### config.mk
export PLATFORM = sky130hd
export DESIGN_NAME = prog_loader
export DESIGN_NICKNAME = d
export VERILOG_FILES = /design/src/rtl/prog_loader_pkg.sv /design/src/rtl/prog_loader_word_assembler.sv /design/src/rtl/prog_loader.sv
export SDC_FILE = /design/constraint.sdc
export NUM_CORES = 1
export LEC_CHECK = 0
export CAP_MARGIN = 10
export CORE_AREA = 8 8 110 112
export DETAILED_ROUTE_END_ITERATION = 8
export DIE_AREA = 0 0 118 120
export GPL_TIMING_DRIVEN = 0
export PLACE_DENSITY = 0.86
export SETUP_SLACK_MARGIN = 0.1
export SLEW_MARGIN = 20
export SYNTH_ARGS = -nofsm -noshare
export SYNTH_HDL_FRONTEND = slang
export SYNTH_SLANG_ARGS = --single-unit
### constraint.sdc
create_clock -name clk -period 7.1 [get_ports clk]
set_input_delay 1.065 -clock clk [delete_from_list [all_inputs] [get_ports clk]]
set_output_delay 1.065 -clock clk [all_outputs]
set_load 0.02 [all_outputs]
### src/rtl/prog_loader_pkg.sv
// Shared definitions for the program loader: FSM state codes, image framing
// constants and the word-count range check.
package prog_loader_pkg;

  typedef logic [2:0] state_t;

  localparam state_t S_IDLE = 3'd0;
  localparam state_t S_LEN  = 3'd1;
  localparam state_t S_DATA = 3'd2;
  localparam state_t S_DONE = 3'd3;
  localparam state_t S_ERR  = 3'd4;

  localparam int HDR_BYTES      = 2;
  localparam int BYTES_PER_WORD = 4;

  // True when an image of n words would not fit in a 2^addr_w word memory.
  // Valid for addr_w up to 16, matching the 16-bit word count.
  function automatic logic len_too_big(input logic [15:0] n, input int addr_w);
    logic [16:0] depth;
    depth = 17'(1) << addr_w;
    return {1'b0, n} > depth;
  endfunction

endpackage

### src/rtl/prog_loader_word_assembler.sv
// Collects little-endian bytes into 32-bit words; emits a one-cycle word_valid
// with the word captured into its own register so new bytes cannot disturb it.
module word_assembler
  import prog_loader_pkg::*;
(
  input  logic        clk,
  input  logic        rst,
  input  logic        clear,
  input  logic        byte_valid,
  input  logic [7:0]  byte_data,
  output logic        word_valid,
  output logic [31:0] word_data
);

  localparam int IDX_W = $clog2(BYTES_PER_WORD);
  localparam logic [IDX_W-1:0] LAST_IDX = IDX_W'(BYTES_PER_WORD - 1);

  logic [IDX_W-1:0] idx_reg;
  logic [8*(BYTES_PER_WORD-1)-1:0] lanes;
  logic        word_valid_reg;
  logic [31:0] word_reg;

  always_ff @(posedge clk or negedge rst) begin
    if (!rst) begin
      idx_reg <= '0;
    end else if (clear) begin
      idx_reg <= '0;
    end else if (byte_valid) begin
      idx_reg <= idx_reg + IDX_W'(1);
    end
  end

  // The top byte never needs storage: it is taken straight from the input.
  for (genvar gi = 0; gi < BYTES_PER_WORD - 1; gi++) begin : g_lane
    logic [7:0] lane_reg;

    always_ff @(posedge clk or negedge rst) begin
      if (!rst) begin
        lane_reg <= '0;
      end else if (clear) begin
        lane_reg <= '0;
      end else if (byte_valid && idx_reg == IDX_W'(gi)) begin
        lane_reg <= byte_data;
      end
    end

    assign lanes[8*gi +: 8] = lane_reg;
  end

  always_ff @(posedge clk or negedge rst) begin
    if (!rst) begin
      word_valid_reg <= 1'b0;
      word_reg       <= '0;
    end else begin
      word_valid_reg <= 1'b0;
      if (!clear && byte_valid && idx_reg == LAST_IDX) begin
        word_valid_reg <= 1'b1;
        word_reg       <= {byte_data, lanes};
      end
    end
  end

  assign word_valid = word_valid_reg;
  assign word_data  = word_reg;

endmodule

### src/rtl/prog_loader.sv
// Loads a length-prefixed little-endian program image from a UART byte stream
// into the instruction memory write port, holding the CPU in reset meanwhile.
module prog_loader
  import prog_loader_pkg::*;
#(
  parameter int ADDR_W      = 14,
  parameter int TIMEOUT_CYC = 1000000
) (
  input  logic              clk,
  input  logic              rst,
  input  logic              start,
  input  logic              rx_valid,
  input  logic [7:0]        rx_data,
  output logic              mem_we,
  output logic [ADDR_W-1:0] mem_addr,
  output logic [31:0]       mem_wdata,
  output logic              cpu_hold,
  output logic              busy,
  output logic              done,
  output logic              err
);

  localparam int TMO_W = $clog2(TIMEOUT_CYC + 1);
  localparam logic [TMO_W-1:0] TMO_LAST = TMO_W'(TIMEOUT_CYC - 1);
  localparam logic HDR_LAST = 1'(HDR_BYTES - 1);

  state_t            state_reg, state_next;
  logic              hdr_cnt_reg, hdr_cnt_next;
  logic [15:0]       n_reg, n_next;
  logic [15:0]       word_cnt_reg, word_cnt_next;
  logic [TMO_W-1:0]  tmo_cnt_reg, tmo_cnt_next;

  logic              in_load;
  logic              timeout_hit;
  logic              asm_clear;
  logic              asm_byte_valid;
  logic              word_valid;
  logic [31:0]       word_data;
  logic [15:0]       n_full;

  assign in_load        = (state_reg == S_LEN) || (state_reg == S_DATA);
  assign timeout_hit    = in_load && (tmo_cnt_reg == TMO_LAST);
  assign asm_byte_valid = rx_valid && (state_reg == S_DATA);
  assign n_full         = {rx_data, n_reg[7:0]};

  word_assembler u_asm (
    .clk        (clk),
    .rst        (rst),
    .clear      (asm_clear),
    .byte_valid (asm_byte_valid),
    .byte_data  (rx_data),
    .word_valid (word_valid),
    .word_data  (word_data)
  );

  always_comb begin
    state_next    = state_reg;
    hdr_cnt_next  = hdr_cnt_reg;
    n_next        = n_reg;
    word_cnt_next = word_cnt_reg;
    tmo_cnt_next  = '0;
    asm_clear     = 1'b0;

    if (in_load && !rx_valid) begin
      tmo_cnt_next = tmo_cnt_reg + TMO_W'(1);
    end

    case (state_reg)
      S_IDLE, S_ERR: begin
        if (start) begin
          state_next    = S_LEN;
          hdr_cnt_next  = 1'b0;
          n_next        = '0;
          word_cnt_next = '0;
          asm_clear     = 1'b1;
        end
      end
      S_LEN: begin
        if (timeout_hit) begin
          state_next = S_ERR;
          asm_clear  = 1'b1;
        end else if (rx_valid) begin
          if (hdr_cnt_reg != HDR_LAST) begin
            n_next[7:0]  = rx_data;
            hdr_cnt_next = hdr_cnt_reg + 1'b1;
          end else begin
            n_next = n_full;
            if (n_full == 16'd0) begin
              state_next = S_DONE;
            end else if (len_too_big(n_full, ADDR_W)) begin
              state_next = S_ERR;
              asm_clear  = 1'b1;
            end else begin
              state_next    = S_DATA;
              word_cnt_next = '0;
            end
          end
        end
      end
      S_DATA: begin
        if (word_valid) begin
          word_cnt_next = word_cnt_reg + 16'd1;
          if (word_cnt_reg == n_reg - 16'd1) begin
            state_next = S_DONE;
          end
        end else if (timeout_hit) begin
          state_next = S_ERR;
          asm_clear  = 1'b1;
        end
      end
      S_DONE: begin
        state_next = S_IDLE;
      end
      default: begin
        state_next = S_IDLE;
      end
    endcase
  end

  always_ff @(posedge clk or negedge rst) begin
    if (!rst) begin
      state_reg    <= S_IDLE;
      hdr_cnt_reg  <= 1'b0;
      n_reg        <= '0;
      word_cnt_reg <= '0;
      tmo_cnt_reg  <= '0;
    end else begin
      state_reg    <= state_next;
      hdr_cnt_reg  <= hdr_cnt_next;
      n_reg        <= n_next;
      word_cnt_reg <= word_cnt_next;
      tmo_cnt_reg  <= tmo_cnt_next;
    end
  end

  // The write only ever lands in DATA, so an abort can never leak a word out.
  assign mem_we    = word_valid && (state_reg == S_DATA);
  assign mem_addr  = word_cnt_reg[ADDR_W-1:0];
  assign mem_wdata = word_data;
  assign cpu_hold  = (state_reg != S_IDLE);
  assign busy      = in_load;
  assign done      = (state_reg == S_DONE);
  assign err       = (state_reg == S_ERR);

endmodule

* Word level (Yosys, flattened, before mapping)
Cells that the tools add are included.
** Storage, ports and cells
- Bits of input ports :: 12
- Output and inout bits :: 51
- Register bits :: 115
- Logic and storage cells :: 114
** Cells by class
- Order comparisons :: 1
- Multiplexer cells :: 47
- Add/subtract/negate cells :: 5
- Reductions and logical operators :: 28
- Equality and inequality tests :: 21
** Operators by type and width (number)
- 2-to-1 mux 16 bit :: 9
- 2-to-1 mux 8 bit :: 8
- case mux 16 bit (3 select lines) :: 1
- case mux 16 bit (2 select lines) :: 1
- 2-to-1 mux 3 bit :: 9
- adder 20 x 1 -> 20 bit (second input constant) :: 1
- equality test 20 bit (second input constant) :: 1
- 2-to-1 mux 20 bit :: 1
- adder 16 x 1 -> 16 bit (second input constant) :: 1
- equality test 16 bit :: 1
- > comparator 16 x 15 -> 1 bit (second input constant) :: 1
- zero test 16 bit :: 1
- subtractor 16 x 1 -> 16 bit (second input constant) :: 1
- AND reduction 5 bit :: 3
- inequality test 2 bit (second input constant) :: 7
- 2-to-1 mux 1 bit :: 13
- nonzero test 2 bit :: 5
- logical AND 1 bit :: 9
- inequality test 3 bit (second input constant) :: 3
- case mux 3 bit (3 select lines) :: 1
- AND reduction 8 bit :: 1
- equality test 3 x 2 -> 1 bit (second input constant) :: 2
- nonzero test 3 bit :: 2
- equality test 2 bit (second input constant) :: 2
- other kinds (16) :: 18

* Logic depth before layout (Yosys ltp)
Gate-level depths: netlist of run 1.
- Word-level depth :: 11
- Depth in mapped cells :: 11
- Gate-level depth less buffers :: 9

* Hierarchy
From an unflattened synthesis of run 1, not the netlist that was laid out.
** Second synthesis, totals
- Cells, all modules :: 575
- Area total of the unflattened synthesis :: 6088.3 µm²
** By module, submodules not included
- prog_loader :: times used 1, area an instance 3450.8 µm², cells each 382, seq. area each 1401.3 µm²
- word_assembler :: times used 1, area an instance 2637.5 µm², cells each 193, seq. area each 1476.4 µm²

* Worst setup path before layout of run 1
OpenSTA, ideal clock, no wires.
- Path type :: input -> register
- Start point :: in rx_data[0]
- End point :: reg u_asm.word_reg[10], in the netlist u_asm.word_data[10]
- Setup time :: 0.125 ns
- Data required time :: 6.975 ns
- Data arrival time :: 2.766 ns
- Setup slack :: 4.209 ns
- Stages on the path :: 9
- Buffers on the path :: 2
- Path through :: nor4b_1 nand4_1 a21oi_2 nor2_1 a211o_1 buf_6 nor2_8 buf_12 mux2_4
** Between the ends
- Cells in the longest elaborated chain, start to end :: 10
- Elaborated cells between the ends (all ways) :: 11
- Classes of those cells :: order compare: 1; mux: 6; reduce/logical: 4
** Ends and longest elaborated chain
- start: declaration :: line prog_loader.sv:13 : input logic [7:0] rx_data,
- > comparator 16 x 15 -> 1 bit :: line prog_loader_pkg.sv:21 : return {1'b0, n} > depth;
- 2-to-1 mux 1 bit :: line prog_loader.sv:90 : end else if (len_too_big(n_full, ADDR_W)) begin
- 2-to-1 mux 1 bit * :: line prog_loader.sv:88 : if (n_full == 16'd0) begin
- 2-to-1 mux 1 bit * :: line prog_loader.sv:83 : if (hdr_cnt_reg != HDR_LAST) begin
- 2-to-1 mux 1 bit * :: line prog_loader.sv:82 : end else if (rx_valid) begin
- 2-to-1 mux 1 bit * :: line prog_loader.sv:79 : if (timeout_hit) begin
- case mux 1 bit (3 select lines) * :: line prog_loader.sv:68 : case (state_reg)
- zero test 1 bit * :: line prog_loader_word_assembler.sv:56 : if (!clear && byte_valid && idx_reg == LAST_IDX) begin
- logical AND 1 bit * (2 in series) :: line prog_loader_word_assembler.sv:56
- end signal: assignment :: line prog_loader_word_assembler.sv:58 : word_reg <= {byte_data, lanes};
- end: declaration :: line prog_loader_word_assembler.sv:21 : logic [31:0] word_reg;
Mark *: on every way between the ends. The rest lies on a longest branch, timed or not.
A chain may end at the register's enable or synchronous reset.

* Final worst setup path of run 1
- Start point :: reg state_reg[2]
- End point :: out mem_we
** Between the ends
- Cells in the longest elaborated chain, start to end :: 2
** Ends and longest elaborated chain
- start: declaration :: line prog_loader.sv:27 : state_t state_reg, state_next;
- start signal: assignment :: line prog_loader.sv:128 : state_reg <= state_next;
- equality test 3 x 2 -> 1 bit :: line prog_loader.sv:137 : assign mem_we = word_valid && (state_reg == S_DATA);
- logical AND 1 bit :: line prog_loader.sv:137
- end: declaration :: line prog_loader.sv:14 : output logic mem_we,
Every way passes these cells.

==> results of run 1 <==
## report_power, final
part	switching [mW]	total [mW]	internal [mW]
logic	0.548	0.940	0.391
clock network	0.293	0.804	0.511
registers	0.0973	0.856	0.759
total	0.939	2.60	1.66
## metrics by stage
step	instance area (µm²)	utilization (%)	hold WS, ns
after floorplan	6040	-	0.447
final	7420	70.6	0.443
after detailed placement	6870	65.4	0.479
after global placement	6840	65.1	0.464
after global routing	7420	70.6	0.456
after CTS	7420	70.6	0.445
## how the worst max path moves through the flow
| stage | to | slack [ns] |
|---|---|---|
| final | mem_we | 3.29 |
| after global routing | mem_we | 3.09 |
| after CTS | mem_we | 3.27 |
| after detailed placement | u_asm.word_data[9]$_DFFE_PN0P_ | 3.32 |
| after global placement | u_asm.g_lane[0].lane_reg[3]$_DFFE_PN0P_ | 0.75 |
| after floorplan | u_asm.word_data[10]$_DFFE_PN0P_ | 4.21 |
## logic make-up (layout without fill, tap and decap cells)
logic type	Yosys count	in the layout	synth area share (%)
compound gates	103	103	9.92
xor+xnor	34	34	4.93
fa+ha+maj	8	8	1.66
buf+inv	50	143	5.09
flops	115	115	47.6
mux	47	47	10.5
simple gates	231	231	20.2
## synthesized netlist by cell type, types with 4 or more instances
master	number	share of area, %
or3_1	4	0.41
a21oi_1	41	3.4
nand2b_1	7	0.72
and2_1	14	1.4
and3_1	15	1.6
clkbuf_1	19	1.2
nor3_1	9	0.75
xor2_1	12	1.7
nor2b_1	5	0.52
nor4_1	4	0.41
dfrtp_1	115	48
mux2_2	17	3.2
inv_1	8	0.50
nand3_1	35	2.9
a31oi_1	4	0.41
nor2_1	49	3.0
o21ai_0	33	2.7
nand2_1	56	3.5
nand4_1	9	0.93
buf_4	15	1.9
mux2_4	29	7.2
ha_1	8	1.7
xnor2_1	22	3.2
## worst register-to-register path, cell delays in order, from the launching register on
cell and delay (ns):
dfrtp_1 0.43, inv_1 0.13, ha_1 0.19, nor3b_1 0.69, nand3_1 0.18, o31ai_1 0.28
o211ai_1 0.17, nor4_2 0.47, nor3b_1 0.09, o21bai_1 0.17
## area by class of cell
| cell class | count | area, µm² |
|---|---|---|
| Sequential cell | 115 | 2880 |
| Fill cell | 719 | 3080 |
| Clock inverter | 10 | 110 |
| Timing Repair Buffer | 63 | 649 |
| Clock buffer | 20 | 445 |
| Inverter | 8 | 30.0 |
| Multi-Input combinational cell | 423 | 2860 |
| Buffer | 42 | 278 |
| Tap cell | 140 | 175 |
## routing by layer
layer,up-vias,part of all wire (%),track usage (%)
met5,-,0,0
met2,199,50,35.5
met3,38,7.4,6.06
li1,2226,-,-
met4,0,2.8,10.2
met1,2421,40,25.1
==> metrics.txt, run 1 <==
worst flop-to-flop path endpoint state_reg[2]$_DFFE_PN0P_; Sink Count 115; io pins 63; max incr delay on CP 0.70 ns; post_cts resized 0; Initial Util 57.5%; Worst Setup Start Kind register; number of synthesized flops with an enable pin 0; fraction of layout cells with a size suffix above 1 15.9%; gr ovfl total 0; crit path time final 3.81 ns; crit path buf inv count 4; Worst path depth 6; # port buffers 62; most frequent CP cell clkbuf_1; cells after synthesis 588; cts hold-fix bufs 0; Area growth syn-to-layout 22.8%; first-pass GRT wire length 24,500 µm; Final Hold Violating Endpoints 0; register area share after synthesis 47.6%; vias per cell 5.95; Cell Chain, Critical Path clkbuf_1 > nor2_1 > nand2_1 > inv_1 > clkbuf_1 > clkdlybuf4s50_1; maxcap violations 0; max reg flops 32; DR WL/cell 18.0 µm; RD Place Congestion 0.917; Die X 118 µm; Crit-path slowest cell clkdlybuf4s50_1; R2R Setup Slk 4.18 ns; CTS root buf clkbuf_8; Post-CTS Setup Inserts 0; first drt pass iteration count 5; Net Count, Synth 608; Hold WC Path Type primary input to asynchronous set/reset pin; Setup TNS 0 ns; antenna cells 0; Post-Synthesis Cell Area 6040 µm²; Mean Syn Cell Area 10.3 µm²; CTS tree yes; Reg2Reg Launch Point n_reg[0]$_DFFE_PN0P_; Post-Route WL 14,800 µm; power consumption 2.60 mW; fin crit share 53.6%; Leak 3.23 nW; Cell variety after synth 59; Final ANT Viol Nets 0; Starting DRT DRC Count 346; largest net degree at the start of global routing 78; crit path max fanout 10; die footprint 14,200 µm²; fin cells 821; Reg2Reg Depth 9; Pwr Density 350 nW/µm²; CP endpoint kind output port; Final #Nets 690; vias in the first global route 4,956; post-route DRC violation count 0; Top FF cell, synth dfrtp_1; RSZ-0062 raised after global routing false; fmax 263 MHz; dpl ws 3.32 ns; CP Launch Point state_reg[2]$_DFFE_PN0P_; dpl cells 791; CTS buffer count 17; most frequent cells in the layout dfrtp_1, clkdlybuf4s50_1, nand2_1; antenna violations before repair 0; Die Ht 120 µm; commonest non-fill, non-tap cell in the layout dfrtp_1; Worst-Margin Slew 0.935 ns; clk_lat worst skew 0.52 ns; WP data arrival 2.74 ns; Ys Warns 0; H-tree levels 4; register bit total from synthesis 115; core area 10,500 µm²; Worst slew margin 37.1%; outcome finished clean; Worst VDD drop 0.215 mV; # rows 38; vias post-DR 4,884; Layout Skew 0.00797 ns; Post-DP HPWL 10,100 µm; Post-synth ARST share 100%; critical path class register to output port; family with the most delay on the worst path buffers and inverters; CTS max path bufs 2; worst setup margin 3.29 ns; clock transition at the registers of the reported paths 0.06 ns; Finish-stage setup viols 0; all-layer global routing usage 21.3%; Worst Path Required 6.03 ns; pins over their slew limit 0
Power figures use the tool's default switching activity.
==> run 2: changes to the inputs <==
CORE_AREA = 8 8 117 119   (was 8 8 110 112)
DIE_AREA = 0 0 125 127   (was 0 0 118 120)
PLACE_DENSITY = 0.8   (was 0.86)
clock period = 3.25 ns   (was 7.1 ns; I/O delays follow)
==> run 2 against run 1 <==
Compared with the run above:
- via count shrank 0.72%
- clock skew grew 0.0034 ns
- worst setup slack lost 3.0 ns
- final cell count grew 1.2%
- sequential share of layout area shrank 0.45 points
- first-iteration DRC count grew 32%
- routed wire length grew 1.8%
- critical path type unchanged
==> metrics.txt, run 2 (synthesis gave the netlist of run 1 again) <==
worst setup margin 0.303 ns (-2.99 ns); Cell Chain, Critical Path clkbuf_1 > nor2_1 > nand2_1 > inv_1 > clkbuf_2 > clkdlybuf4s50_1; Worst-Margin Slew 0.973 ns (+0.0380 ns); Die X 125 µm (+5.9%); GR Util met1 23.0% (-2.1 points); power consumption 5.90 mW (+130%); Die Ht 127 µm (+5.8%); fmax 339 MHz; Comb pwr share 34.9% (-1.3 points); routing usage on met2 32.5% (-3.0 points); post-route DRC violation count 0 (unchanged); Post-Route WL 15,000 µm (+1.8%); Worst VDD drop 0.430 mV (+100%); maxcap violations 0 (unchanged); gr ovfl total 0 (unchanged); Reg power frac 31.8% (-1.1 points); vias per cell 5.84 (-1.9%); WP data arrival 2.46 ns (-0.28 ns); largest net degree at the start of global routing 85 (+9.0%); outcome finished clean; Worst Setup Start Kind register; dpl ws 0.00118 ns (-3.32 ns); Worst Path Required 2.76 ns (-3.27 ns); Pwr Density 786 nW/µm² (+120%); Final ANT Viol Nets 0 (unchanged); all-layer global routing usage 19.1% (-2.2 points); CP endpoint kind output port; # port buffers 62 (unchanged); Most Crowded Layer GR met2; Finish-stage setup viols 0 (unchanged); Layout Skew 0.0114 ns (+0.00340 ns); Leak 3.26 nW (+0.85%); antenna violations before repair 0 (unchanged); max incr delay on CP 0.65 ns (-0.05 ns); crit path max fanout 10 (unchanged); io pins 63 (unchanged); Post-DP HPWL 10,100 µm (about the same); CTS max path bufs 2 (unchanged); Clk network pwr share 33.2% (+2.3 points); most frequent cells in the layout dfrtp_1, clkdlybuf4s50_1, nand2_1; Net Switching 2.10 mW (+120%); Final #Nets 691 (+0.14%); max reg flops 32 (unchanged); clock transition at the registers of the reported paths 0.05 ns (about the same); RSZ-0062 raised after global routing false; Sink Count 115 (unchanged); die footprint 15,900 µm² (+12%); pins over their slew limit 0 (unchanged); fraction of layout cells with a size suffix above 1 16.2% (+0.37 points); fill cell total of the finished layout 889 (+24%); Starting DRT DRC Count 458 (+32%); dpl cells 798 (+0.88%); Hold WC Path Type register to register; # rows 40 (+5.3%); switching part of the total power 35.6% (-0.48 points); first drt pass iteration count 5 (unchanged); crit path buf inv count 4 (unchanged); DR WL/cell 18.1 µm (+0.57%); antenna cells 0 (unchanged); RD Place Congestion 0.924 (+0.83%); Post-CTS Setup Inserts 0 (unchanged); CTS tree yes; critical path class register to output port; crit path time final 2.95 ns; clk_lat worst skew 0.41 ns (-0.11 ns); vias post-DR 4,849 (-0.72%); Initial Util 51.2% (-6.3 points); fin cells 831 (+1.2%); CTS buffer count 17 (unchanged); H-tree levels 4 (unchanged); first-pass GRT wire length 24,900 µm (+1.4%); CTS root buf clkbuf_16; Final Hold Violating Endpoints 0 (unchanged); Internal Dissipation 3.80 mW (+130%); commonest non-fill, non-tap cell in the layout dfrtp_1; Crit-path slowest cell clkdlybuf4s50_1; Area growth syn-to-layout 24.3%; M3 GR Usage 4.62% (-1.4 points); Worst slew margin 34.6% (-2.6 points); vias in the first global route 4,947 (-0.18%); core area 11,800 µm² (+12%); fin crit share 90.7%; family with the most delay on the worst path buffers and inverters
[run 2: cell types whose count changed in the layout (fill, tap and decap cells not counted), sizes merged]
| cell | before | now |
|---|---|---|
| bufinv | 2 | 4 |
| clkinv | 7 | 5 |
| clkinvlp | 1 | 3 |
| clkbuf | 39 | 38 |
| dlygate4sd3 | 0 | 1 |
| inv | 8 | 9 |
[run 2: path summary, 6_finish.rpt]
check | start | endpoint | slack, ns | cells past startpoint
max | state_reg[2]$_DFFE_PN0P_ | mem_we | 0.30 | 6
min | tmo_cnt_reg[0]$_DFF_PN0_ | tmo_cnt_reg[0]$_DFF_PN0_ | 0.49 | 1
max in group asynchronous | rst | n_reg[13]$_DFFE_PN0P_ | 2.02 | 3
max reg2reg | n_reg[4]$_DFFE_PN0P_ | u_asm.word_data[28]$_DFFE_PN0P_ | 0.36 | 10
min reg2reg | tmo_cnt_reg[0]$_DFF_PN0_ | tmo_cnt_reg[0]$_DFF_PN0_ | 0.49 | 1
min in group asynchronous | rst | tmo_cnt_reg[13]$_DFF_PN0_ | 0.53 | 2
[run 2: worst reg2reg max path, delay by kind of cell (launching register included)]
family / cells / cell delay, ns
multiplexers: 1 / 0.31
buffers and inverters: 3 / 0.51
AND/OR/NAND/NOR: 4 / 1.08
AO/OA/AOI/OAI: 2 / 0.52
flip-flops: 1 / 0.35
[run 2: repair_timing]
action / in CTS / in global routing
hold buffers: 1 / 0
gates resized for setup: 0 / 3
setup endpoints to repair: 0 / 2
hold endpoints to repair: 31 / 0
[run 2: final cells by class]
class | count | area, µm² | share of cell area [%]
multi-input combinational | 423 | 2860 | 38.1
inverter | 8 | 30.0 | 0.400
buffer | 42 | 279 | 3.72
tap | 147 | 184 | 2.45
timing repair buffer | 64 | 659 | 8.78
clock buffer | 19 | 433 | 5.76
sequential | 115 | 2880 | 38.3
clock inverter | 13 | 184 | 2.45
[run 2: per-stage QoR]
step	util (%)	area (µm²)	TNS (ns)	hold WS [ns]
4_1_cts	63.5	7500	0	0.493
2_1_floorplan	-	6040	0	0.192
6_report	63.6	7510	0	0.491
3_3_place_gp	58.0	6850	-286.14	0.467
3_5_place_dp	58.2	6880	0	0.393
5_1_grt	63.6	7510	0	0.514
[run 2: metal layers]
layer | wire (µm) | vias to the layer above
met4 | 362 | 0
met1 | 6230 | 2397
met2 | 7470 | 187
li1 | - | 2230
met3 | 978 | 35
met5 | 0 | -
[run 2: power groups by stage]
stage	registers, mW	logic, mW	clock network, mW
after floorplan	1.85	1.48	0
after global placement	1.87	1.90	0
after detailed placement	1.89	1.99	0
after CTS	1.87	2.04	1.97
after global routing	1.90	2.26	2.05
final	1.88	2.06	1.96
==> run 3: changes to the inputs <==
CORE_AREA = 2 2 159 161   (was 8 8 117 119)
DIE_AREA = 0 0 161 163   (was 0 0 125 127)
PLACE_DENSITY = 0.47   (was 0.8)
==> run 3 against run 2 <==
Compared with the run above:
- first-iteration DRC count is 46% lower
- hold slack worse by 0.0095 ns
- via count fell by 6.3%
- register-to-register slack about the same
- critical endpoint is now busy
- final cell count grew 22%
- routed wire length increased by 2.7%
- flip-flop and latch count is the same
- maximum frequency is 1.8% lower
- non-clock buffer count is the same
- total power fell by 1.1%
- clock skew fell by 0.0039 ns
==> metrics.txt, run 3 (synthesis gave the netlist of run 1 again) <==
outcome finished clean; RSZ-0062 raised after global routing false; Die Ht 163 µm (+28%); CTS root buf clkbuf_16; Area growth syn-to-layout 28.1%; maxcap violations 0 (unchanged); Storage cell area 2880 µm² (unchanged); vias per cell 4.49 (-23%); CTS buffer count 17 (unchanged); largest net degree at the start of global routing 63 (-26%); Reg2Reg Depth 10 (unchanged); Hold WS 0.481 ns (-0.00946 ns); antenna cells 0 (unchanged); all-layer global routing usage 12.4% (-6.7 points); met3 routed WL 423 µm (-57%); Worst-Margin Slew 0.944 ns (-0.0284 ns); pins over their slew limit 0 (unchanged); core area 24,700 µm² (+110%); # rows 58 (+45%); DRT met1 WL 7490 µm (+20%); critical path class register to output port; CP Launch Point state_reg[0]$_DFFE_PN0P_; Internal Dissipation 3.76 mW (-1.1%); CP endpoint kind output port; worst flop-to-flop path endpoint u_asm.word_data[14]$_DFFE_PN0P_; Post-CTS Setup Inserts 0 (unchanged); worst setup margin 0.250 ns (-0.0532 ns); Clk network pwr share 33.2% (about the same); Worst slew margin 37.0% (+2.5 points); Worst Path Required 2.76 ns (about the same); Worst VDD drop 0.361 mV (-16%); Final Hold Violating Endpoints 0 (unchanged); vias post-DR 4,545 (-6.3%); commonest non-fill, non-tap cell in the layout dfrtp_1; Layout Skew 0.00743 ns (-0.00393 ns); Post-DP HPWL 10,900 µm (+7.3%); die footprint 26,200 µm² (+65%); post-route DRC violation count 0 (unchanged); CTS tree yes; Reg2Reg Launch Point n_reg[4]$_DFFE_PN0P_; Final ANT Viol Nets 0 (unchanged); Pwr Density 754 nW/µm² (-4.1%); crit path time final 3.00 ns (+0.0532 ns); uppermost layer routed met4; DR WL/cell 15.2 µm (-16%); max reg flops 32 (unchanged); RD Place Congestion 0.728 (-21%); clock transition at the registers of the reported paths 0.05 ns (about the same); Worst Setup Start Kind register; dpl cells 981 (+23%); fill cell total of the finished layout 2,596 (+190%); dpl ws -0.0987 ns (-0.0999 ns); R2R Setup Slk 0.36 ns (about the same); fin cells 1,013 (+22%); Finish-stage setup viols 0 (unchanged); # port buffers 62 (unchanged); Final #Nets 691 (unchanged); Initial Util 24.5% (-27 points); Starting DRT DRC Count 248 (-46%); first-pass GRT wire length 25,300 µm (+1.9%); power consumption 5.84 mW (-1.1%); Multi-input gate area 2870 µm² (+0.13%); met2 wire len 7180 µm (-3.9%); fin crit share 92.3% (+1.6 points); clk_lat worst skew 0.42 ns (about the same); CTS max path bufs 2 (unchanged); vias in the first global route 4,666 (-5.7%); crit path max fanout 10 (unchanged); Post-Route WL 15,400 µm (+2.7%); fmax 333 MHz (-1.8%); Hold WC Path Type register to register; Comb pwr share 34.9% (about the same); Reg power frac 31.9% (about the same); end of the critical path busy; H-tree levels 4 (unchanged); most frequent cells in the layout dfrtp_1, clkdlybuf4s50_1, nand2_1; Net Switching 2.08 mW (-1.2%); io pins 63 (unchanged); antenna violations before repair 0 (unchanged); Setup TNS 0 ns (unchanged); fraction of layout cells with a size suffix above 1 16.5% (+0.32 points); Leak 3.25 nW (-0.19%); gr ovfl total 0 (unchanged); WP data arrival 2.51 ns (+0.05 ns); Die X 161 µm (+29%); first drt pass iteration count 4 (-1); Sink Count 115 (unchanged); switching part of the total power 35.6% (about the same)
## run 3: area by class of cell
type	count	share of cell area, %
inverters	8	0.388
clock inverters	12	2.02
plain buffers	42	3.61
clock buffers	19	5.85
well taps	330	5.34
multi-input cells	423	37.0
flip-flops and latches	115	37.2
repair buffers	64	8.57
## run 3: repair_timing
action,CTS,global route
hold endpoints to repair,8,0
hold buffers,1,0
resized for setup,1,1
endpoints found under the setup margin,1,1
## run 3: power by group through the flow
| stage | clock, mW | sequential (mW) | combinational [mW] |
|---|---|---|---|
| floorplan | 0 | 1.85 | 1.48 |
| global placement | 0 | 1.89 | 2.03 |
| detailed placement | 0 | 1.89 | 2.05 |
| CTS | 1.98 | 1.87 | 2.06 |
| global route | 2.05 | 1.91 | 2.28 |
| finish | 1.94 | 1.86 | 2.04 |
## run 3: critical path, cell delays in order (launching register included)
cell and delay (ns):
dfrtp_1 0.38, clkbuf_1 0.21, or3b_2 0.49, clkbuf_1 0.21
nand2_1 0.17, clkdlybuf4s50_1 0.63
## run 3: stage by stage
step | area (µm²) | util (%)
after detailed placement | 7110 | 28.8
after global placement | 7080 | 28.7
after floorplan | 6040 | -
after global routing | 7740 | 31.4
after CTS | 7730 | 31.3
final | 7740 | 31.4
## run 3: how the worst min path moves through the flow
| stage | start | to | slack, ns | depth (start not counted) |
|---|---|---|---|---|
| after floorplan | rst | hdr_cnt_reg$_DFFE_PN0P_ | 0.19 | 0 |
| after global placement | tmo_cnt_reg[0]$_DFF_PN0_ | tmo_cnt_reg[0]$_DFF_PN0_ | 0.48 | 1 |
| after detailed placement | rst | u_asm.word_data[18]$_DFFE_PN0P_ | 0.44 | 1 |
| after CTS | tmo_cnt_reg[0]$_DFF_PN0_ | tmo_cnt_reg[0]$_DFF_PN0_ | 0.49 | 1 |
| after global routing | tmo_cnt_reg[0]$_DFF_PN0_ | tmo_cnt_reg[0]$_DFF_PN0_ | 0.50 | 1 |
| final | tmo_cnt_reg[0]$_DFF_PN0_ | tmo_cnt_reg[0]$_DFF_PN0_ | 0.48 | 1 |
## run 3: metal layers
layer  global-route usage [%]  vias to the layer above
met3                     2.93                       25
met1                     16.5                     2214
met4                     5.36                        0
met5                        0                        -
li1                         -                     2238
met2                     19.4                       68
